**src/rtl/bus_generator_arbiter.sv**
```systemverilog
// bus_generator_arbiter
// Single bus master linking `drvrs` device FIFOs over a broadcast data bus.
// A round-robin arbiter grants one pending device, pops its head packet,
// then pushes the packet into the destination FIFO(s) named in bits
// [pckg_sz-1 -: 8] of the packet.
// Optional feature macro: BS_BROADCAST_EN. When it is defined, ID == broadcast
// goes to every device except the source. When it is undefined, that ID is
// treated as invalid and the packet is dropped.
module bus_generator_arbiter #(
  parameter int          pckg_sz   = 16,
  parameter int          drvrs     = 4,
  parameter logic [7:0]  broadcast = 8'hFF
) (
  input  logic                            clk,
  input  logic                            reset,
  input  logic [drvrs-1:0]                pndng,
  input  logic [drvrs-1:0][pckg_sz-1:0]   D_pop,
  output logic [drvrs-1:0]                pop,
  output logic [drvrs-1:0]                push,
  output logic [drvrs-1:0][pckg_sz-1:0]   D_push
);

  localparam int IW = (drvrs > 1) ? $clog2(drvrs) : 1;

`ifdef BS_BROADCAST_EN
  localparam bit bcast_en = 1'b1;
`else
  localparam bit bcast_en = 1'b0;
`endif

  typedef enum logic [1:0] {IDLE, POP, PUSH} state_t;

  state_t             state, state_nxt;
  // `last` is also the current grant `g`: both are written only on a grant.
  logic [IW-1:0]      last;
  logic [IW-1:0]      grant, cand;
  logic               grant_vld;
  logic [pckg_sz-1:0] pkt;
  logic [pckg_sz-1:0] head;
  logic [7:0]         dest_id;
  logic [drvrs-1:0]   dest_mask;
  logic [drvrs-1:0]   pop_nxt, push_nxt;

  // Round-robin search: first pending device scanning upward from last+1.
  always_comb begin
    // NOTE: every variable gets a default before any branch writes it, so no
    // path leaves it unassigned and no latch is inferred.
    grant_vld = 1'b0;
    grant     = last;
    cand      = last;
    for (int i = 1; i <= drvrs; i++) begin
      cand = IW'((int'(last) + i) % drvrs);
      if (!grant_vld && pndng[cand]) begin
        grant_vld = 1'b1;
        grant     = cand;
      end
    end
  end

  // Destination decode of the granted device's head word.
  assign head    = D_pop[last];
  assign dest_id = head[pckg_sz-1 -: 8];

  // Destination mask: one-hot unicast, broadcast minus the source, or empty.
  always_comb begin
    dest_mask = '0;
    if (int'(dest_id) < drvrs) begin
      for (int i = 0; i < drvrs; i++) begin
        dest_mask[i] = (int'(dest_id) == i);
      end
    end else if (bcast_en && (dest_id == broadcast)) begin
      dest_mask       = '1;
      dest_mask[last] = 1'b0;
    end
  end

  // Next-state and next-output logic; pop/push are registered below.
  always_comb begin
    state_nxt = state;
    pop_nxt   = '0;
    push_nxt  = '0;
    case (state)
      IDLE: begin
        if (grant_vld) begin
          state_nxt      = POP;
          pop_nxt[grant] = 1'b1;
        end
      end
      POP: begin
        state_nxt = PUSH;
        push_nxt  = dest_mask;
      end
      PUSH:    state_nxt = IDLE;
      default: state_nxt = IDLE;
    endcase
  end

  // State, grant memory, packet capture and registered Moore outputs.
  always_ff @(posedge clk or posedge reset) begin
    // NOTE: sequential state uses non-blocking assignments so every register
    // samples the pre-edge values regardless of block evaluation order.
    if (reset) begin
      state <= IDLE;
      last  <= IW'(drvrs - 1);
      pkt   <= '0;
      pop   <= '0;
      push  <= '0;
    end else begin
      state <= state_nxt;
      pop   <= pop_nxt;
      push  <= push_nxt;
      if (state == IDLE && grant_vld) begin
        last <= grant;
      end
      if (state == POP) begin
        pkt <= head;
      end
    end
  end

  // Every bus lane carries the same captured packet.
  assign D_push = {drvrs{pkt}};

endmodule

```
**config.mk**
```make
export PLATFORM = sky130hd
export DESIGN_NAME = bus_generator_arbiter
export DESIGN_NICKNAME = d
export VERILOG_FILES = /design/src/rtl/bus_generator_arbiter.sv
export SDC_FILE = /design/constraint.sdc
export NUM_CORES = 1
export LEC_CHECK = 0
export CORE_MARGIN = 2
export CORE_UTILIZATION = 38
export CTS_BUF_LIST = sky130_fd_sc_hd__clkbuf_2
export CTS_CLUSTER_SIZE = 20
export DETAILED_ROUTE_END_ITERATION = 6
export PLACE_DENSITY = 0.91
export SLEW_MARGIN = 20
export SYNTH_ARGS = -nofsm -noshare
export SYNTH_HDL_FRONTEND = slang
export SYNTH_SLANG_ARGS = --single-unit
```
**constraint.sdc**
```tcl
create_clock -name clk -period 4.01 [get_ports clk]
set_clock_uncertainty 0.05 [all_clocks]
set_input_delay 0.6015 -clock clk [delete_from_list [all_inputs] [get_ports clk]]
set_output_delay 0.6015 -clock clk [all_outputs]
set_load 0.01 [all_outputs]
```
==> results of run 1 <==
flip-flops by register name (all words and copies together) (netlist names):
name and count:
state 2, last 2, push 4, pop 4, pkt 16
power by group through the flow:
stage / sequential [W] / combinational, W / clock (W)
after floorplan: 0.000572 / 0.000995 / 0
after global placement: 0.000627 / 0.00140 / 0
after detailed placement: 0.000638 / 0.00143 / 0
after CTS: 0.000632 / 0.00143 / 0.000177
after global routing: 0.000661 / 0.00151 / 0.000189
final: 0.000623 / 0.00142 / 0.000172
kinds of logic (layout without fill, tap and decap cells):
logic type	after synthesis	after routing
flip-flops	28	28
AND/OR/NAND/NOR	27	27
AO/OA/AOI/OAI	3	3
buffers and inverters	56	147
multiplexers	34	34
metrics by stage:
| stage | hold slack, ns | std cells | instance area, sq um |
|---|---|---|---|
| 6_report | 0.451 | 306 | 3010 |
| 5_1_grt | 0.489 | 306 | 3010 |
| 4_1_cts | 0.456 | 306 | 3010 |
| 3_5_place_dp | 0.429 | 302 | 2970 |
| 3_3_place_gp | 0.405 | 302 | 2970 |
| 2_1_floorplan | 0.389 | 148 | 1870 |
area by class of cell:
type	instances	area [sq um]
fillers	381	1710
inverters	2	7.51
clock buffers	3	15.0
multi-input cells	64	762
well taps	67	83.8
flip-flops and latches	28	703
clock inverters	1	30.0
repair buffers	141	1410
routing by layer:
metal | up-vias | global-route usage | wire (um)
met5 | - | 0 | 0
met4 | 0 | 0.0263 | 25
met3 | 2 | 0.0379 | 327
met2 | 65 | 0.315 | 2680
met1 | 706 | 0.203 | 1810
li1 | 667 | - | -
worst max-delay path by stage:
stage	startpoint	to	slack [ns]	cells after the start
global route	last[0]	push[2]	1.44	4
finish	last[0]	push[1]	1.62	4
floorplan	last[0]	pkt[0]	2.20	4
detailed placement	last[0]	push[1]	1.62	4
CTS	last[0]	push[1]	1.57	4
global placement	last[0]	push[2]	1.67	4
cell usage after synthesis, drive strengths merged:
| cell | count |
|---|---|
| nor2b | 3 |
| dfstp | 2 |
| mux2i | 1 |
| dfrtp | 26 |
| nor4b | 1 |
| nand4 | 1 |
| nor3 | 4 |
| nand4b | 1 |
| clkbuf | 1 |
| buf | 53 |
| nand2b | 1 |
| nor4 | 2 |
| nand2 | 1 |
| o31ai | 1 |
| mux2 | 17 |
| and2 | 1 |
| nor2 | 10 |
| inv | 2 |
| nor3b | 1 |
| mux4 | 16 |
| a21oi | 2 |
| and3b | 1 |
==> run summary, run 1 <==
The run gives 2.66 ns as the worst path arrival time. Critical path start-end classification: reg2reg. Share of post-route cells with drive strength above 1: 0.163. Compared with the post-synthesis result, the final layout area differs by 61.3%. The worst slew slack as a fraction of its limit is 0.345. Pin placement for this block handled 142 I/O pins.

Overall power consumption after layout is estimated at 0.00222 W. The routed layout has 1,440 vias. The number of cells traversed by the worst register-to-register path works out to 4.

Yosys attributes the largest share of cell area to sky130_fd_sc_hd__dfrtp_1 35%, sky130_fd_sc_hd__buf_4 20%, sky130_fd_sc_hd__mux4_2 14%, sky130_fd_sc_hd__mux2_2 10%, sky130_fd_sc_hd__mux4_1 5.6%. The cell accounting for the most synthesized area is sky130_fd_sc_hd__dfrtp_1. The run gives 0 as the initial antenna violation count. For this design the total switching power over the nets is 0.000789 W. The post-cts sizing count is 0. The run gives 0.638 as the end-of-flow core utilization. The area fraction in compound gates after synthesis works out to 0.00938. The run finished with clean final reports. The first-pass iteration count of the detailed router is 4, and the sequential share of the synthesized area is 0.376.

The number of buffers between clock root and the deepest sink was 2; the per-instance average area after synthesis was 12.6 sq um. At the placement stage, the worst setup path has a slack of 1.62 ns. Mux share of post-synthesis cell area: 0.309. The internal portion of the total power is 0.00143 W. In this run the most critical hold path is launched from state[0]. Setup slack on the worst reg-to-reg path comes out at 1.62 ns. CTS H-tree depth: 1. In the synthesized netlist, the number of instances is 148. The post-synth net total was 218; the final critical-path setup slack was 1.62 ns. The worst path required time is 4.27 ns, and the hold buffer count at cts is 0.

Counting both buffers and inverters, the worst setup path holds a total of 0. The horizontal extent of the die came out at 74.1 um. The combinational family with the most area after synthesis is multiplexers.

The root buffer selected by CTS was sky130_fd_sc_hd__clkbuf_2. The cell area after synthesis was 0.00187 sq mm; the clock-pin slew of the registers on the worst-case setup and hold paths was 0.26 ns. In the routed layout, each cell is associated on average with a via count of 4.71.

STA classifies the critical path startpoint as a register. Clock latency on the worst-skew pair, taken at its later pin, is 0.35 ns. The beginning of the worst register-to-register path is last[0]. The number of sinks driven by the clock tree was 28; the number of buffer cells added on primary ports was 141. Leaving out fill and tap cells, the most frequent cell in the layout is sky130_fd_sc_hd__clkdlybuf4s50_1. The floorplan step defined a die boundary enclosing 0.00549 sq mm. The final routed wire length divided by cell count was 15.8 um; the wire length of the first global-routing pass was 7.02 mm. For the net count reported at finish, the log shows 310. Setup total negative slack on the finished layout was measured at 0 ns.

Xor/xnor share of the synthesized area: 0. The slowest stage of the critical path belongs to the cell sky130_fd_sc_hd__dfstp_2. The total overflow left after global routing is 0. The peak fanout along the critical path works out to 21. The synthesized netlist contains 27 unique library cells.

The endpoint kind of the worst setup timing path was a register. The arithmetic-cell share of the synthesized area counting full adders, half adders and majority gates came out at 0. Setup repair after global routing left no endpoint under its margin.

During synthesis, Yosys emitted a total of 0 warnings. The tightest min-delay check is of the reg2reg type. The top-area cell type share of the netlist area works out to 0.348. The final weighted congestion in routability-driven placement is 0.697, and the number of global-route vias before repair is 1,423.

The number of setup buffers added after CTS is 0. Entering global routing, the biggest net connects 29 pins. The clock share of power is 0.078, and the reported leakage power is 1.18 nW.

Across the run, the number of max-cap violations was 0. The highest ir drop seen on vdd was 347 uV; the CTS buffer count was 3. TritonCTS built the clock tree. For this design the ratio of total power to cell area is 736 mW/mm^2. In the layout the commonest cells are 141 x sky130_fd_sc_hd__clkdlybuf4s50_1, 26 x sky130_fd_sc_hd__dfrtp_1, 17 x sky130_fd_sc_hd__mux2_2, 12 x sky130_fd_sc_hd__mux4_2, 10 x sky130_fd_sc_hd__nor2_1. The final critical path time including I/O delays and setup came out at 2.39 ns.

The capture point of the worst reg-to-reg path is push[1]. For this block, the initial DRC count from the detailed router was 51. The post-synthesis simple-gate area fraction came out at 0.0884. Switching share of total power: 0.356. The run gives 0.281 as the sequential group share of total power. The depth of the worst hold-timing path is 1. The cell family contributing the most delay on the critical path is flip-flops. Measured along the y axis, the die boundary spans 74.1 um. The final number of max-transition violations was 0. For this run, the slowest stage of the critical path takes 0.98 ns. The core box area came out at 0.00472 sq mm.

The hold violation total from the final report is 0. The number of DRC violations after detailed routing is 0, and the maximum clock frequency is 0.418 GHz. The capture endpoint of the worst hold path is state[0].

The slew at the pin closest to its max-slew limit is 0.978 ns. Setup violations remaining at the end of the flow were counted as 0. The number of antenna diodes in the final layout is 0. Row generation in the floorplan step produced 25 rows. The part of the power in combinational logic was 0.641; the final antenna-violating net count was 0. Effective utilization at floorplan: 0.395. Detailed placement ended at an HPWL of 3.87 mm. The share of the clock period used by the worst path was 0.597. The signal on the critical path passes through mux4_1, nor4_4, nand4b_1, nor2_1. After detailed routing, the total wire length is 4.84 mm. The tools report the overall fraction of global-route tracks in use as 0.169.

The synthesized flop and latch total was 28.
(Power assumes the default switching activity.)
==> run 2, diff against run 1 <==
CORE_UTILIZATION = 31   (was 38)
PLACE_DENSITY = 0.8   (was 0.91)
clock period = 2 ns   (was 4.01 ns; I/O delays follow)
==> run summary, run 2 (synthesis results as in run 1) <==
The flow ran to the end, and the final reports show no timing, DRC or antenna violations. The effective utilization at floorplan is 0.317 (was 0.395), and the maximum cell stage delay along the critical path is 0.65 ns (was 0.98 ns). Most used cells in the layout excluding fill and tap cells: 141 x sky130_fd_sc_hd__clkdlybuf4s50_1, 26 x sky130_fd_sc_hd__dfrtp_1, 17 x sky130_fd_sc_hd__mux2_2, 13 x sky130_fd_sc_hd__mux4_2, 13 x sky130_fd_sc_hd__buf_4 (was 141 x sky130_fd_sc_hd__clkdlybuf4s50_1, 26 x sky130_fd_sc_hd__dfrtp_1, 17 x sky130_fd_sc_hd__mux2_2, 12 x sky130_fd_sc_hd__mux4_2, 10 x sky130_fd_sc_hd__nor2_1). Critical-path cell list: mux4_1, nor4_4, nand4b_1, nor2_1 (unchanged).

DRC marker count from the first detailed-route iteration: 58 (was 51). Total power consumption of the routed design: 0.00453 W (was 0.00222 W). The tools report the number of max-cap violations as 0 (unchanged). The hold violation total from the final report is 0 (unchanged), and the maximum clock frequency is 0.508 GHz (was 0.418 GHz).

The total via count in the routed design came out at 1,453 (was 1,440). Setup repair after global routing could not meet its margin everywhere. The final critical path time including I/O delays and setup works out to 1.97 ns (was 2.39 ns). The power density over cell area is 1450 mW/mm^2 (was 736 mW/mm^2), and the largest net degree at the start of global routing is 29 (unchanged).

The run gives 1 (unchanged) as the CTS H-tree depth. The run gives 2.25 ns (was 4.27 ns) as the worst path required time. Number of top-level pins: 142 (unchanged). The logs give 328 (was 306) for the filler-free cell count of the finished design and 2.21 ns (was 2.66 ns) for the worst path arrival time. Critical path start-end classification: reg2reg (unchanged). The run gives 1.24 nW (was 1.18 nW) as the reported leakage power. The slowest stage cell on the critical path was sky130_fd_sc_hd__dfstp_2 (unchanged).

The type of the tightest min-delay check is in2async (was reg2reg). The overall fraction of global-route tracks in use was 0.143 (was 0.169); the wire length after detailed routing was 4.85 mm (was 4.84 mm). The number of sinks driven by the clock tree is 28 (unchanged). The final number of max-transition violations was 0 (unchanged); the number of buffers between clock root and the deepest sink was 2 (unchanged).

The final critical-path setup slack was 0.0332 ns (was 1.62 ns). The endpoint kind of the worst setup timing path was a register (unchanged). Largest registers: pkt x16, pop x4, push x4 (unchanged).

The net count reported at finish was 324 (was 310); the initial antenna violation count was 0 (unchanged). The floorplan die area is 0.00666 sq mm (was 0.00549 sq mm). The clock latency on the worst-skew pair was 0.34 ns (was 0.35 ns). The commonest non-fill, non-tap cell in the layout is sky130_fd_sc_hd__clkdlybuf4s50_1 (unchanged).

The tools report the highest ir drop seen on vdd as 663 uV (was 347 uV). Type of origin of the critical path: a register (unchanged). The CTS buffer count is 3 (unchanged), and the layout-stage area growth over the synthesis result is 66.5% (was 61.3%). The number of flip-flops under the largest register name was 16 (unchanged); the number of antenna diodes was 0 (unchanged).

The number of DRC violations after detailed routing came out at 0 (unchanged). Root buffer selected by CTS: sky130_fd_sc_hd__clkbuf_2 (unchanged). The wire length of the first global-routing pass was 7.20 mm (was 7.02 mm). The final-report setup violation count is 0 (unchanged), and the die height is 81.6 um (was 74.1 um). The total global routing overflow was 0 (unchanged); the end-of-flow core utilization was 0.528 (was 0.638). The number of cells traversed by the worst register-to-register path is 4 (unchanged). The tools report the capture point of the worst reg-to-reg path as push[1] (unchanged). The share of post-route cells with drive strength above 1 came out at 0.206 (was 0.163). The core box area was 0.00589 sq mm (was 0.00472 sq mm); the final hold slack was 0.224 ns (was 0.451 ns). The slew at the pin closest to its max-slew limit was 0.500 ns (was 0.978 ns); the post-DP HPWL was 4.10 mm (was 3.87 mm).

The final antenna-violating net count was 0 (unchanged); the share of the clock period used by the worst path was 0.983 (was 0.597). The horizontal extent of the die was 81.6 um (was 74.1 um). Beginning of the worst register-to-register path: last[0] (unchanged). The logs give 1,491 (was 1,423) for the number of global-route vias before repair and 0.662 (was 0.345) for the worst slew slack as a fraction of its limit. The run gives 0.0108 ns (was 1.62 ns) as the setup slack after placement.

The number of vias per cell was 4.43 (was 4.71). The final routed wire length divided by cell count is 14.8 um (was 15.8 um). TritonCTS built the clock tree. The run gives 320 (was 302) as the placed cell count. The peak fanout along the critical path is 4 (was 21).

The first-pass iteration count of the detailed router is 4 (unchanged). The tools report the final weighted congestion in routability-driven placement as 0.778 (was 0.697). The run gives 28 (was 25) as the number of standard-cell rows in the floorplan. The slack of the worst reg-to-reg path is 0.03 ns (was 1.62 ns). The clock-pin slew of the registers on the worst-case setup and hold paths came out at 0.24 ns (was 0.26 ns).

Number of buffer cells added on primary ports: 141 (unchanged). Most flop-heavy register: pkt (unchanged).
## run 2: cell types whose count changed in the layout (fill, tap and decap cells not counted), sizes merged
cell,before,now
clkinv,0,1
bufinv,1,0
buf,0,14
## run 2: repair_timing
action | in CTS | in global routing
hold endpoints to repair | 0 | 0
endpoints found under the setup margin | 0 | 4
hold buffers | 0 | 0
gates resized for setup | 0 | 1
setup buffers | 0 | 4
## run 2: power breakdown
group	internal, W	switching, W
logic	0.00205	0.00114
clock network	0.0000434	0.000153
registers	0.000826	0.000305
total	0.00292	0.00160
## run 2: area by class of cell
type	count	area, sq um
Timing Repair Buffer	155	1530
Inverter	2	7.51
Multi-Input combinational cell	64	758
Fill cell	522	2780
Sequential cell	28	703
Tap cell	75	93.8
Clock inverter	1	3.75
Clock buffer	3	15.0
## run 2: how the worst max path moves through the flow
stage | start | slack [ns] | to | cells past startpoint
after global placement | D_pop[30] | 0.06 | push[3] | 5
after global routing | last[0] | -0.08 | push[0] | 4
after CTS | last[0] | 0.02 | push[0] | 4
after detailed placement | D_pop[30] | 0.01 | push[0] | 5
after floorplan | last[0] | 0.19 | pkt[5] | 4
final | last[0] | 0.03 | push[1] | 4
## run 2: worst max-delay path: cells and delay by family (launching register included)
family           cells  cell delay (ns)
AND/OR/NAND/NOR      3             0.59
flip-flops           1             0.65
multiplexers         1             0.63
## run 2: metal layers
| layer | vias up | global-route usage | routed length (um) |
|---|---|---|---|
| met5 | - | 0 | 0 |
| met4 | 0 | 0.0450 | 33 |
| met3 | 2 | 0.0286 | 245 |
| met2 | 52 | 0.266 | 2750 |
| met1 | 706 | 0.164 | 1820 |
| li1 | 693 | - | - |
## run 2: stage by stage
| stage | setup TNS (ns) | cell area, sq um |
|---|---|---|
| after floorplan | 0 | 1870 |
| after global placement | 0 | 3070 |
| after detailed placement | 0 | 3070 |
| after CTS | 0 | 3080 |
| after global routing | -0.162 | 3110 |
| final | 0 | 3110 |
